File: src/rtl/dmem_arb_pkg.sv
// dmem_arb_pkg: shared types and constants for the data-memory arbiter.
// Contents: FSM state enum, requester IDs, latency bound and counter widths.
// No ports; imported by rr_pick2, dmem_arbiter_if users and dmem_arbiter.
package dmem_arb_pkg;

   typedef enum logic {
      ARB_IDLE    = 1'b0,
      ARB_RD_WAIT = 1'b1
   } arb_state_e;

   localparam logic ARB_M0 = 1'b0;
   localparam logic ARB_M1 = 1'b1;

   localparam int MEM_LAT_MAX = 4;
   // Width of the read-latency down-counter; must hold MEM_LAT_MAX.
   localparam int CNT_W       = $clog2(MEM_LAT_MAX + 1);
   // Width of the per-requester grant counters.
   localparam int GNT_CNT_W   = 32;

endpackage

File: src/rtl/dmem_arbiter_if.sv
// dmem_arbiter_if: requester (m0/m1) and memory-port bundle of the arbiter.
// Ports: mN req/wren/addr/wdata/be in, mN gnt/rvld/rdata out, mem_* out, mem_rdata in.
// Modports: slave = arbiter side, master = requesters plus memory side.
interface dmem_arbiter_if #(
   parameter int ADDR_W = 32,
   parameter int DATA_W = 32
);
   logic                i_m0_req;
   logic                i_m0_wren;
   logic [ADDR_W-1:0]   i_m0_addr;
   logic [DATA_W-1:0]   i_m0_wdata;
   logic [DATA_W/8-1:0] i_m0_be;
   logic                o_m0_gnt;
   logic                o_m0_rvld;
   logic [DATA_W-1:0]   o_m0_rdata;

   logic                i_m1_req;
   logic                i_m1_wren;
   logic [ADDR_W-1:0]   i_m1_addr;
   logic [DATA_W-1:0]   i_m1_wdata;
   logic [DATA_W/8-1:0] i_m1_be;
   logic                o_m1_gnt;
   logic                o_m1_rvld;
   logic [DATA_W-1:0]   o_m1_rdata;

   logic                o_mem_en;
   logic                o_mem_wren;
   logic [ADDR_W-1:0]   o_mem_addr;
   logic [DATA_W-1:0]   o_mem_wdata;
   logic [DATA_W/8-1:0] o_mem_be;
   logic [DATA_W-1:0]   i_mem_rdata;

   modport slave (
      input  i_m0_req, i_m0_wren, i_m0_addr, i_m0_wdata, i_m0_be,
      input  i_m1_req, i_m1_wren, i_m1_addr, i_m1_wdata, i_m1_be,
      input  i_mem_rdata,
      output o_m0_gnt, o_m0_rvld, o_m0_rdata,
      output o_m1_gnt, o_m1_rvld, o_m1_rdata,
      output o_mem_en, o_mem_wren, o_mem_addr, o_mem_wdata, o_mem_be
   );

   modport master (
      output i_m0_req, i_m0_wren, i_m0_addr, i_m0_wdata, i_m0_be,
      output i_m1_req, i_m1_wren, i_m1_addr, i_m1_wdata, i_m1_be,
      output i_mem_rdata,
      input  o_m0_gnt, o_m0_rvld, o_m0_rdata,
      input  o_m1_gnt, o_m1_rvld, o_m1_rdata,
      input  o_mem_en, o_mem_wren, o_mem_addr, o_mem_wdata, o_mem_be
   );
endinterface

File: src/rtl/rr_pick2.sv
// rr_pick2: combinational 2-way round-robin picker.
// Ports: req[1:0] in, prio in (0 favours m0, 1 favours m1); gnt[1:0] one-hot out, id out.
// Zero latency; no state, the caller owns and updates prio.
module rr_pick2
   import dmem_arb_pkg::*;
(
   input  logic [1:0] req,
   input  logic       prio,
   output logic [1:0] gnt,
   output logic       id
);

   always_comb begin
      gnt = 2'b00;
      id  = ARB_M0;
      // m0 wins when it is the only requester or when it is favoured.
      if (req[0] && (!req[1] || (prio == ARB_M0))) begin
         gnt = 2'b01;
         id  = ARB_M0;
      end else if (req[1]) begin
         gnt = 2'b10;
         id  = ARB_M1;
      end
   end

endmodule

File: src/rtl/dmem_arbiter.sv
// dmem_arbiter: round-robin arbiter sharing one data-memory port between m0 and m1.
// Ports: i_clk, i_rst (sync, active-high), bus (dmem_arbiter_if.slave), o_mN_gnt_cnt.
// Writes complete in the grant cycle; a read holds the port MEM_LAT cycles and its
// data is passed through combinationally to the owner. Grant counters are built only
// when DMEM_ARB_PERF_CNT_EN is defined, otherwise tied to 0.
module dmem_arbiter
   import dmem_arb_pkg::*;
#(
   parameter int MEM_LAT = 1,
   parameter int ADDR_W  = 32,
   parameter int DATA_W  = 32
) (
   input  logic                 i_clk,
   input  logic                 i_rst,
   dmem_arbiter_if.slave        bus,
   output logic [GNT_CNT_W-1:0] o_m0_gnt_cnt,
   output logic [GNT_CNT_W-1:0] o_m1_gnt_cnt
);

   arb_state_e          state;
   logic [CNT_W-1:0]    cnt;
   logic                owner;
   logic                prio;

   logic                rd_done;
   logic                port_free;
   logic [1:0]          req_vec;
   logic [1:0]          gnt;
   logic                win_id;
   logic                any_gnt;

   logic                sel_wren;
   logic [ADDR_W-1:0]   sel_addr;
   logic [DATA_W-1:0]   sel_wdata;
   logic [DATA_W/8-1:0] sel_be;

   // The last wait cycle both returns the data and frees the port, so a new
   // grant may coincide with rvld. Reset masks every combinational output.
   assign rd_done   = !i_rst && (state == ARB_RD_WAIT) && (cnt == CNT_W'(1));
   assign port_free = !i_rst && ((state == ARB_IDLE) || rd_done);
   assign req_vec   = {bus.i_m1_req, bus.i_m0_req} & {2{port_free}};

   rr_pick2 u_pick (
      .req  (req_vec),
      .prio (prio),
      .gnt  (gnt),
      .id   (win_id)
   );

   assign any_gnt = |gnt;

   always_comb begin
      sel_wren  = 1'b0;
      sel_addr  = '0;
      sel_wdata = '0;
      sel_be    = '0;
      if (gnt[0]) begin
         sel_wren  = bus.i_m0_wren;
         sel_addr  = bus.i_m0_addr;
         sel_wdata = bus.i_m0_wdata;
         sel_be    = bus.i_m0_be;
      end else if (gnt[1]) begin
         sel_wren  = bus.i_m1_wren;
         sel_addr  = bus.i_m1_addr;
         sel_wdata = bus.i_m1_wdata;
         sel_be    = bus.i_m1_be;
      end
   end

   assign bus.o_m0_gnt    = gnt[0];
   assign bus.o_m1_gnt    = gnt[1];
   assign bus.o_mem_en    = any_gnt;
   assign bus.o_mem_wren  = sel_wren;
   assign bus.o_mem_addr  = sel_addr;
   assign bus.o_mem_wdata = sel_wdata;
   assign bus.o_mem_be    = sel_be;

   assign bus.o_m0_rvld  = rd_done && (owner == ARB_M0);
   assign bus.o_m1_rvld  = rd_done && (owner == ARB_M1);
   assign bus.o_m0_rdata = bus.o_m0_rvld ? bus.i_mem_rdata : '0;
   assign bus.o_m1_rdata = bus.o_m1_rvld ? bus.i_mem_rdata : '0;

   // FSM, latency counter, owner and priority. A grant in the rd_done cycle
   // overrides the return to idle when it is itself a read.
   always_ff @(posedge i_clk) begin
      if (i_rst) begin
         state <= ARB_IDLE;
         cnt   <= '0;
         owner <= ARB_M0;
         prio  <= ARB_M0;
      end else begin
         if (state == ARB_RD_WAIT) begin
            cnt <= cnt - CNT_W'(1);
            if (cnt == CNT_W'(1)) begin
               state <= ARB_IDLE;
            end
         end
         if (any_gnt) begin
            prio <= ~win_id;
            if (!sel_wren) begin
               state <= ARB_RD_WAIT;
               owner <= win_id;
               cnt   <= CNT_W'(MEM_LAT);
            end
         end
      end
   end

`ifdef DMEM_ARB_PERF_CNT_EN
   logic [GNT_CNT_W-1:0] gnt_cnt0;
   logic [GNT_CNT_W-1:0] gnt_cnt1;

   always_ff @(posedge i_clk) begin
      if (i_rst) begin
         gnt_cnt0 <= '0;
         gnt_cnt1 <= '0;
      end else begin
         if (gnt[0]) gnt_cnt0 <= gnt_cnt0 + GNT_CNT_W'(1);
         if (gnt[1]) gnt_cnt1 <= gnt_cnt1 + GNT_CNT_W'(1);
      end
   end

   assign o_m0_gnt_cnt = gnt_cnt0;
   assign o_m1_gnt_cnt = gnt_cnt1;
`else
   assign o_m0_gnt_cnt = '0;
   assign o_m1_gnt_cnt = '0;
`endif

endmodule

File: src/flat_wrapper.sv
// flat-port wrapper written by rule: the top's interface ports become plain ports
module dmem_arbiter_flat import dmem_arb_pkg::*;
#(
   parameter int MEM_LAT = 1,
   parameter int ADDR_W  = 32,
   parameter int DATA_W  = 32
)
  (i_clk, i_rst, o_m0_gnt_cnt, o_m1_gnt_cnt, bus_i_m0_req, bus_i_m0_wren, bus_i_m0_addr, bus_i_m0_wdata, bus_i_m0_be, bus_i_m1_req, bus_i_m1_wren, bus_i_m1_addr, bus_i_m1_wdata, bus_i_m1_be, bus_i_mem_rdata, bus_o_m0_gnt, bus_o_m0_rvld, bus_o_m0_rdata, bus_o_m1_gnt, bus_o_m1_rvld, bus_o_m1_rdata, bus_o_mem_en, bus_o_mem_wren, bus_o_mem_addr, bus_o_mem_wdata, bus_o_mem_be);
  dmem_arbiter_if #(.ADDR_W(ADDR_W), .DATA_W(DATA_W)) bus_i ();
  input  logic i_clk;
  input  logic i_rst;
  output logic [GNT_CNT_W-1:0] o_m0_gnt_cnt;
  output logic [GNT_CNT_W-1:0] o_m1_gnt_cnt;
  input wire logic [$bits(bus_i.i_m0_req)-1:0] bus_i_m0_req;
  input wire logic [$bits(bus_i.i_m0_wren)-1:0] bus_i_m0_wren;
  input wire logic [$bits(bus_i.i_m0_addr)-1:0] bus_i_m0_addr;
  input wire logic [$bits(bus_i.i_m0_wdata)-1:0] bus_i_m0_wdata;
  input wire logic [$bits(bus_i.i_m0_be)-1:0] bus_i_m0_be;
  input wire logic [$bits(bus_i.i_m1_req)-1:0] bus_i_m1_req;
  input wire logic [$bits(bus_i.i_m1_wren)-1:0] bus_i_m1_wren;
  input wire logic [$bits(bus_i.i_m1_addr)-1:0] bus_i_m1_addr;
  input wire logic [$bits(bus_i.i_m1_wdata)-1:0] bus_i_m1_wdata;
  input wire logic [$bits(bus_i.i_m1_be)-1:0] bus_i_m1_be;
  input wire logic [$bits(bus_i.i_mem_rdata)-1:0] bus_i_mem_rdata;
  output wire logic [$bits(bus_i.o_m0_gnt)-1:0] bus_o_m0_gnt;
  output wire logic [$bits(bus_i.o_m0_rvld)-1:0] bus_o_m0_rvld;
  output wire logic [$bits(bus_i.o_m0_rdata)-1:0] bus_o_m0_rdata;
  output wire logic [$bits(bus_i.o_m1_gnt)-1:0] bus_o_m1_gnt;
  output wire logic [$bits(bus_i.o_m1_rvld)-1:0] bus_o_m1_rvld;
  output wire logic [$bits(bus_i.o_m1_rdata)-1:0] bus_o_m1_rdata;
  output wire logic [$bits(bus_i.o_mem_en)-1:0] bus_o_mem_en;
  output wire logic [$bits(bus_i.o_mem_wren)-1:0] bus_o_mem_wren;
  output wire logic [$bits(bus_i.o_mem_addr)-1:0] bus_o_mem_addr;
  output wire logic [$bits(bus_i.o_mem_wdata)-1:0] bus_o_mem_wdata;
  output wire logic [$bits(bus_i.o_mem_be)-1:0] bus_o_mem_be;
  assign bus_i.i_m0_req = bus_i_m0_req;
  assign bus_i.i_m0_wren = bus_i_m0_wren;
  assign bus_i.i_m0_addr = bus_i_m0_addr;
  assign bus_i.i_m0_wdata = bus_i_m0_wdata;
  assign bus_i.i_m0_be = bus_i_m0_be;
  assign bus_i.i_m1_req = bus_i_m1_req;
  assign bus_i.i_m1_wren = bus_i_m1_wren;
  assign bus_i.i_m1_addr = bus_i_m1_addr;
  assign bus_i.i_m1_wdata = bus_i_m1_wdata;
  assign bus_i.i_m1_be = bus_i_m1_be;
  assign bus_i.i_mem_rdata = bus_i_mem_rdata;
  assign bus_o_m0_gnt = bus_i.o_m0_gnt;
  assign bus_o_m0_rvld = bus_i.o_m0_rvld;
  assign bus_o_m0_rdata = bus_i.o_m0_rdata;
  assign bus_o_m1_gnt = bus_i.o_m1_gnt;
  assign bus_o_m1_rvld = bus_i.o_m1_rvld;
  assign bus_o_m1_rdata = bus_i.o_m1_rdata;
  assign bus_o_mem_en = bus_i.o_mem_en;
  assign bus_o_mem_wren = bus_i.o_mem_wren;
  assign bus_o_mem_addr = bus_i.o_mem_addr;
  assign bus_o_mem_wdata = bus_i.o_mem_wdata;
  assign bus_o_mem_be = bus_i.o_mem_be;
  dmem_arbiter #(.MEM_LAT(MEM_LAT), .ADDR_W(ADDR_W), .DATA_W(DATA_W)) u_core (.i_clk(i_clk), .i_rst(i_rst), .bus(bus_i), .o_m0_gnt_cnt(o_m0_gnt_cnt), .o_m1_gnt_cnt(o_m1_gnt_cnt));
endmodule
File: config.mk
export PLATFORM = sky130hd
export DESIGN_NAME = dmem_arbiter_flat
export DESIGN_NICKNAME = d
export VERILOG_FILES = /design/src/rtl/dmem_arb_pkg.sv /design/src/rtl/dmem_arbiter_if.sv /design/src/rtl/rr_pick2.sv /design/src/rtl/dmem_arbiter.sv /design/src/flat_wrapper.sv
export SDC_FILE = /design/constraint.sdc
export NUM_CORES = 1
export LEC_CHECK = 0
export ABC_AREA = 1
export CORE_AREA = 2 2 147 149
export CTS_BUF_LIST = sky130_fd_sc_hd__clkbuf_4
export DETAILED_ROUTE_END_ITERATION = 8
export DIE_AREA = 0 0 149 151
export PLACE_DENSITY = 0.53
export SYNTH_ARGS = -nofsm -noshare
export SYNTH_HDL_FRONTEND = slang
export SYNTH_HIERARCHICAL = 1
export SYNTH_SLANG_ARGS = --single-unit
export TNS_END_PERCENT = 10
File: constraint.sdc
create_clock -name i_clk -period 2.9 [get_ports i_clk]
set_input_delay 0.58 -clock i_clk [delete_from_list [all_inputs] [get_ports i_clk]]
set_output_delay 0.58 -clock i_clk [all_outputs]
set_load 0.01 [all_outputs]
# Yosys cells after proc, flatten, opt, wreduce, memory -nomap -nowiden
# Index checks and enable logic that the tools add are counted.
[op_classes]
addsub = 1
n_lt_le_gt_ge = 0
div = 0
shifts = 0
eq_ne = 1
mul = 0
n_mux = 21
n_bitwise = 6
reduce_logical = 12
[ops]
columns = ["op", "n"]
rows = [
  ["$mux 32", 6],
  ["$mux 3", 3],
  ["$mux 1", 8],
  ["$mux 4", 2],
  ["$logic_and 1x1->1", 6],
  ["$not 1->1", 5],
  ["$mux 2", 2],
  ["$eq 3x1->1 const B", 1],
  ["$sub 3x1->3 const B", 1],
  ["$and 2x2->2", 1],
  ["$logic_not 1->1", 2],
  ["$logic_or 1x1->1", 2],
  ["$reduce_and 2->1", 1],
  ["$reduce_or 2->1", 1],
]
[word_totals]
n_memories = 0
input_bits = 174
regBits = 6
mem_bits_rw = 0
elab_cells = 45
mem_bits_ro = 0
output_inout_bits = 202
latchBits = 0

# Longest topological paths before layout
[depth]
ltp_word = 14
mapped_depth = 16
ltp_nobuf = 14

# Cells and area by module
# The synthesis kept the hierarchy.
[by_module_without_submodules]
columns = ["mod", "cells_each", "n_inst", "area_each_um2"]
rows = [
  ["dmem_arbiter", 447, 1, 2308.5],
  ["rr_pick2", 5, 1, 35.0],
]

# Least setup slack after synthesis
# Ideal clock, no wire load.
[synth_timing]
path_type = "reg2out"
from = "register u_core.cnt[0]"
to = "output port bus_o_mem_be[0]"
arrival_ps = 1892
path_stages_with_launch = 14
t_required_ps = 2320
slack_ps = 428
path_cell_list = "dfxtp_1 > ha_1 > inv_1 > o21ai_0 > nand2_1 > nor2_1 > inv_1 > a21oi_2 > buf_4 > buf_4 > buf_4 > buf_4 > nand3_1 > nand2_1"
[synth_between]
elab_chain_cells = 11
[synth_rtl]
columns = ["item", "line", "source"]
rows = [
  ["start, declared", "dmem_arbiter.sv:21", "logic [CNT_W-1:0] cnt;"],
  ["start signal, assigned", "dmem_arbiter.sv:93", "cnt <= cnt - CNT_W'(1);"],
  ["start signal, assigned", "dmem_arbiter.sv:103", "cnt <= CNT_W'(MEM_LAT);"],
  ["$eq 3x1->1 (*)", "dmem_arbiter.sv:39", "assign rd_done = !i_rst && (state == ARB_RD_WAIT) && (cnt == CNT_W'(1));"],
  ["$logic_and 1x1->1 (*)", "dmem_arbiter.sv:39", ""],
  ["$logic_or 1x1->1 (*)", "dmem_arbiter.sv:40", "assign port_free = !i_rst && ((state == ARB_IDLE) || rd_done);"],
  ["$logic_and 1x1->1 (*)", "dmem_arbiter.sv:40", ""],
  ["$and 2x2->2 (*)", "dmem_arbiter.sv:41", "assign req_vec = {bus.i_m1_req, bus.i_m0_req} & {2{port_free}};"],
  ["net u_core.req_vec[1]", "dmem_arbiter.sv:27", "logic [1:0] req_vec;"],
  ["$logic_not 1->1", "rr_pick2.sv:17", "if (req[0] && (!req[1] || (prio == ARB_M0))) begin"],
  ["$logic_or 1x1->1", "rr_pick2.sv:17", ""],
  ["$logic_and 1x1->1", "rr_pick2.sv:17", ""],
  ["$mux 2 (*)", "rr_pick2.sv:17", ""],
  ["net bus_o_m1_gnt", "flat_wrapper.sv:28", "output wire logic [$bits(bus_i.o_m1_gnt)-1:0] bus_o_m1_gnt;"],
  ["$mux 4 (*)", "dmem_arbiter.sv:62", "end else if (gnt[1]) begin"],
  ["$mux 4 (*)", "dmem_arbiter.sv:57", "if (gnt[0]) begin"],
  ["end, declared", "flat_wrapper.sv:35", "output wire logic [$bits(bus_i.o_mem_be)-1:0] bus_o_mem_be;"],
]
# Mark *: on every way through the listed nets, which the timed path passes. The rest lies on a longest branch.

# Final worst setup path
[layout_timing]
from = "input port bus_i_m0_req"
to = "output port bus_o_mem_be[2]"
[layout_between]
elab_chain_cells = 5
[layout_rtl]
columns = ["item", "line", "source"]
rows = [
  ["start, declared", "flat_wrapper.sv:14", "input wire logic [$bits(bus_i.i_m0_req)-1:0] bus_i_m0_req;"],
  ["$and 2x2->2 (*)", "dmem_arbiter.sv:41", ""],
  ["net u_core.req_vec[0]", "dmem_arbiter.sv:27", ""],
  ["$logic_and 1x1->1 (*)", "rr_pick2.sv:17", ""],
  ["$mux 2 (*)", "rr_pick2.sv:17", ""],
  ["$mux 4", "dmem_arbiter.sv:62", ""],
  ["$mux 4 (*)", "dmem_arbiter.sv:57", ""],
]
# Marks and branches as above.

==> qor.csv <==
stage;metric;value;unit
timing;finalMaxSlewViolations;0;
global_route;grt_pass1_wl;18050;um
yosys;ys_top_cells_by_area;buf_4 23%, nand2_1 23%, nand3_1 15%;
placed_design;gp_congestion;0.7825;
yosys;synth_edf_count;0;
drt;drt_pass1_iterations;4;
setup_path;crit_path_frequent_cell;buf_12;
setup_path;cp-endpoint;bus_o_mem_be[2];
drt;drc;0;
clock_network;cts.path.max_buffers;2;
min_path;min_from;u_core/state;
yosys;synth.distinct_cells;23;
yosys;synthArstFlopShare;0;
floorplan;num_rows;53;
clock_network;clk_pin_slew;40;ps
timing;skew;4.144;ps
setup_path;required;2320;ps
clock_network;htreeDepth;1;
yosys;synth_top_cell_by_area;buf_4;
yosys;yosys_register_bits;6;
setup_path;r2r-start;u_core/cnt[1];
setup_path;rr_worst_depth;16;
drt;num_vias;3701;
global_route;track_usage;0.1018;
floorplan;pin_count;376;
floorplan;coreArea;20820;sq um
setup_path;cp_max_fo;19;
floorplan;die_h;151;um
global_route;grt_pass1_vias;3501;
yosys;post_synth.cell_area_avg;5.185;sq um
layout;layout-drive-gt1-share;0.1737;
min_path;hold_class;flip-flop to flip-flop;
clock_network;clk_latency;240;ps
timing;fmax;355.0;MHz
yosys;synth_ff_type;dfxtp_1;
layout;layout_common_cells;238 x clkdlybuf4s50_1, 140 x nand2_1, 69 x nand3_1;
clock_network;cts_sinks;6;
power_and_ir_drop;p_leak;0.002957;uW
placed_design;dp_slack;-417.6;ps
yosys;synthesis.area;2343;sq um
setup_path;criticalPathCategory;input port to output pin;
placed_design;port_buffers;311;
layout;fin_util;0.2767;
job;maxCapViolCount;0;
power_and_ir_drop;power_density;189.5;nW/um^2
yosys;yosys_warnings;6;
global_route;grt_overflow_total;0;
setup_path;crit_cells;10;
floorplan;die_x;149;um
yosys;synth_top_area_share;0.2306;
global_route;antenna_found_initial;0;
timing;hold_viol_final;0;
setup_path;cpMaxStageDelayCell;clkdlybuf4s50_1;
drt;postRouteAntennaNets;0;
floorplan;dieArea;22500;sq um
timing;fin_ws;82.96;ps
placed_design;dp_hpwl;9684;um
timing;min_period_over_period;0.9714;
drt;vias_per_cell;3.498;
layout;diodes;0;
yosys;yosysSeqAreaShare;0.05125;
setup_path;cpPeakStageDelay;470;ps
setup_path;cp-end-kind;output pin;
setup_path;ff2ff_setup_slack;660;ps
timing;fin_crit;2817;ps
setup_path;cp_cell_sequence;clkdlybuf4s50_1, inv_2, nor2_4, a21boi_4, buf_12, clkinv_8, buf_12, nand3_1, nand2_1, dlygate4sd2_1;
timing;finalSetupViolCount;0;
setup_path;reg2reg_to;u_core/owner;
setup_path;critPathBufInv;6;
drt;avgRoutedWirePerCell;11.92;um
power_and_ir_drop;peakVddDrop;0.09474;mV
clock_network;cts-root-buf;clkbuf_4;
power_and_ir_drop;p_total;1092;uW
setup_path;cp-start-kind;input port;
clock_network;cts_tree;yes;
timing;rsz0062_at_grt;true;
setup_path;worstPathArrival;2240;ps
drt;drtIter0Drc;83;
global_route;grt_max_degree;34;
clock_network;cts_buffers;3;
layout;layout_commonest_cell;clkdlybuf4s50_1;
setup_path;cp_top_family;buffers and inverters;
floorplan;start_util;0.1125;
yosys;synthCells;452;
layout;area_growth;145.9;%
layout;final_nets;961;
setup_path;critPathLaunch;bus_i_m0_req;
clock_network;cts-hold-fix-buffers;0;
drt;drt_wl_total;12610;um
run_status;status;complete, no violations;
[synth_stat cells (all sizes together) (2+ instances only)]
cell type and n:
nand4 3, nand2 143, nor2 71, nand3 72
clkbuf 4, ha 2, dfxtp 6, a21oi 6
o21ai 2, inv 49, buf 91
[cell families (layout without fill, tap and decap cells)]
logic type / after synthesis / in the layout / synth area share
and+or+nand+nor: 289 / 289 / 0.5280
DFF: 6 / 6 / 0.05126
adders and majority gates: 2 / 2 / 0.01068
xor gates and xnor gates: 1 / 1 / 0.003738
buffers and inverters: 144 / 412 / 0.3812
other: 1 / 64 / 0.001600
AOI/OAI and AO/OA: 9 / 9 / 0.02349
[layout make-up]
| cell class | count | area, sq um |
|---|---|---|
| fillers | 2335 | 15060 |
| repair buffers | 360 | 3471 |
| inverters | 49 | 196.4 |
| flip-flops and latches | 6 | 120.1 |
| multi-input cells | 365 | 1608 |
| well taps | 275 | 344.1 |
| clock buffers | 3 | 22.52 |
[how the worst min path moves through the flow]
stage,slack [ps],endpoint,cells past startpoint
3_3_place_gp,530,u_core/state,2
6_report,580,u_core/state,3
4_1_cts,490,u_core/state,2
3_5_place_dp,520,u_core/state,2
5_1_grt,610,u_core/state,3
2_1_floorplan,540,u_core/prio,2
[state kept, by name, summed over array words and instances, names as in the netlist]
name	cells
u_core/owner	1
u_core/prio	1
u_core/cnt	3
u_core/state	1
[metal layers]
metal / track usage / routed length (um) / vias to the layer above
li1: - / - / 1906
met4: 0.01238 / 78 / 0
met3: 0.02771 / 1338 / 6
met2: 0.2074 / 6566 / 219
met5: 0 / 0 / -
met1: 0.1055 / 4629 / 1570
[worst register-to-register path: cells and delay by family, from the launching register on]
kind	cells	cell delay, ps
compound gates	2	360
fa+ha+maj	1	160
buf+inv	7	810
flops	1	310
simple gates	6	550
[per-stage QoR]
stage               cell area, sq um  std cells  hold slack, ps  TNS [ps]
floorplan                       2580        515           537.3         0
global placement                5673       1038           532.7    -25550
detailed placement              5673       1038           517.6    -26370
CTS                             5979       1056           492.0    -15.24
global route                    5762       1058           613.7    -58.83
finish                          5762       1058           583.4         0
[power breakdown]
group | switching (uW) | internal [uW] | leakage [uW] | total (uW)
logic | 409 | 506 | 0.00289 | 915
registers | 8.35 | 94.1 | 0.0000495 | 102
clock network | 28.0 | 46.7 | 0.0000138 | 74.6
[what timing repair did]
action                                  CTS  global route
endpoints found under the hold margin     0             0
endpoints found under the setup margin   72            66
setup buffers                             9             2
cloned                                    7             0
gates resized for setup                 127           102
pin swaps                                 3             5
(Power assumes the default switching activity.)
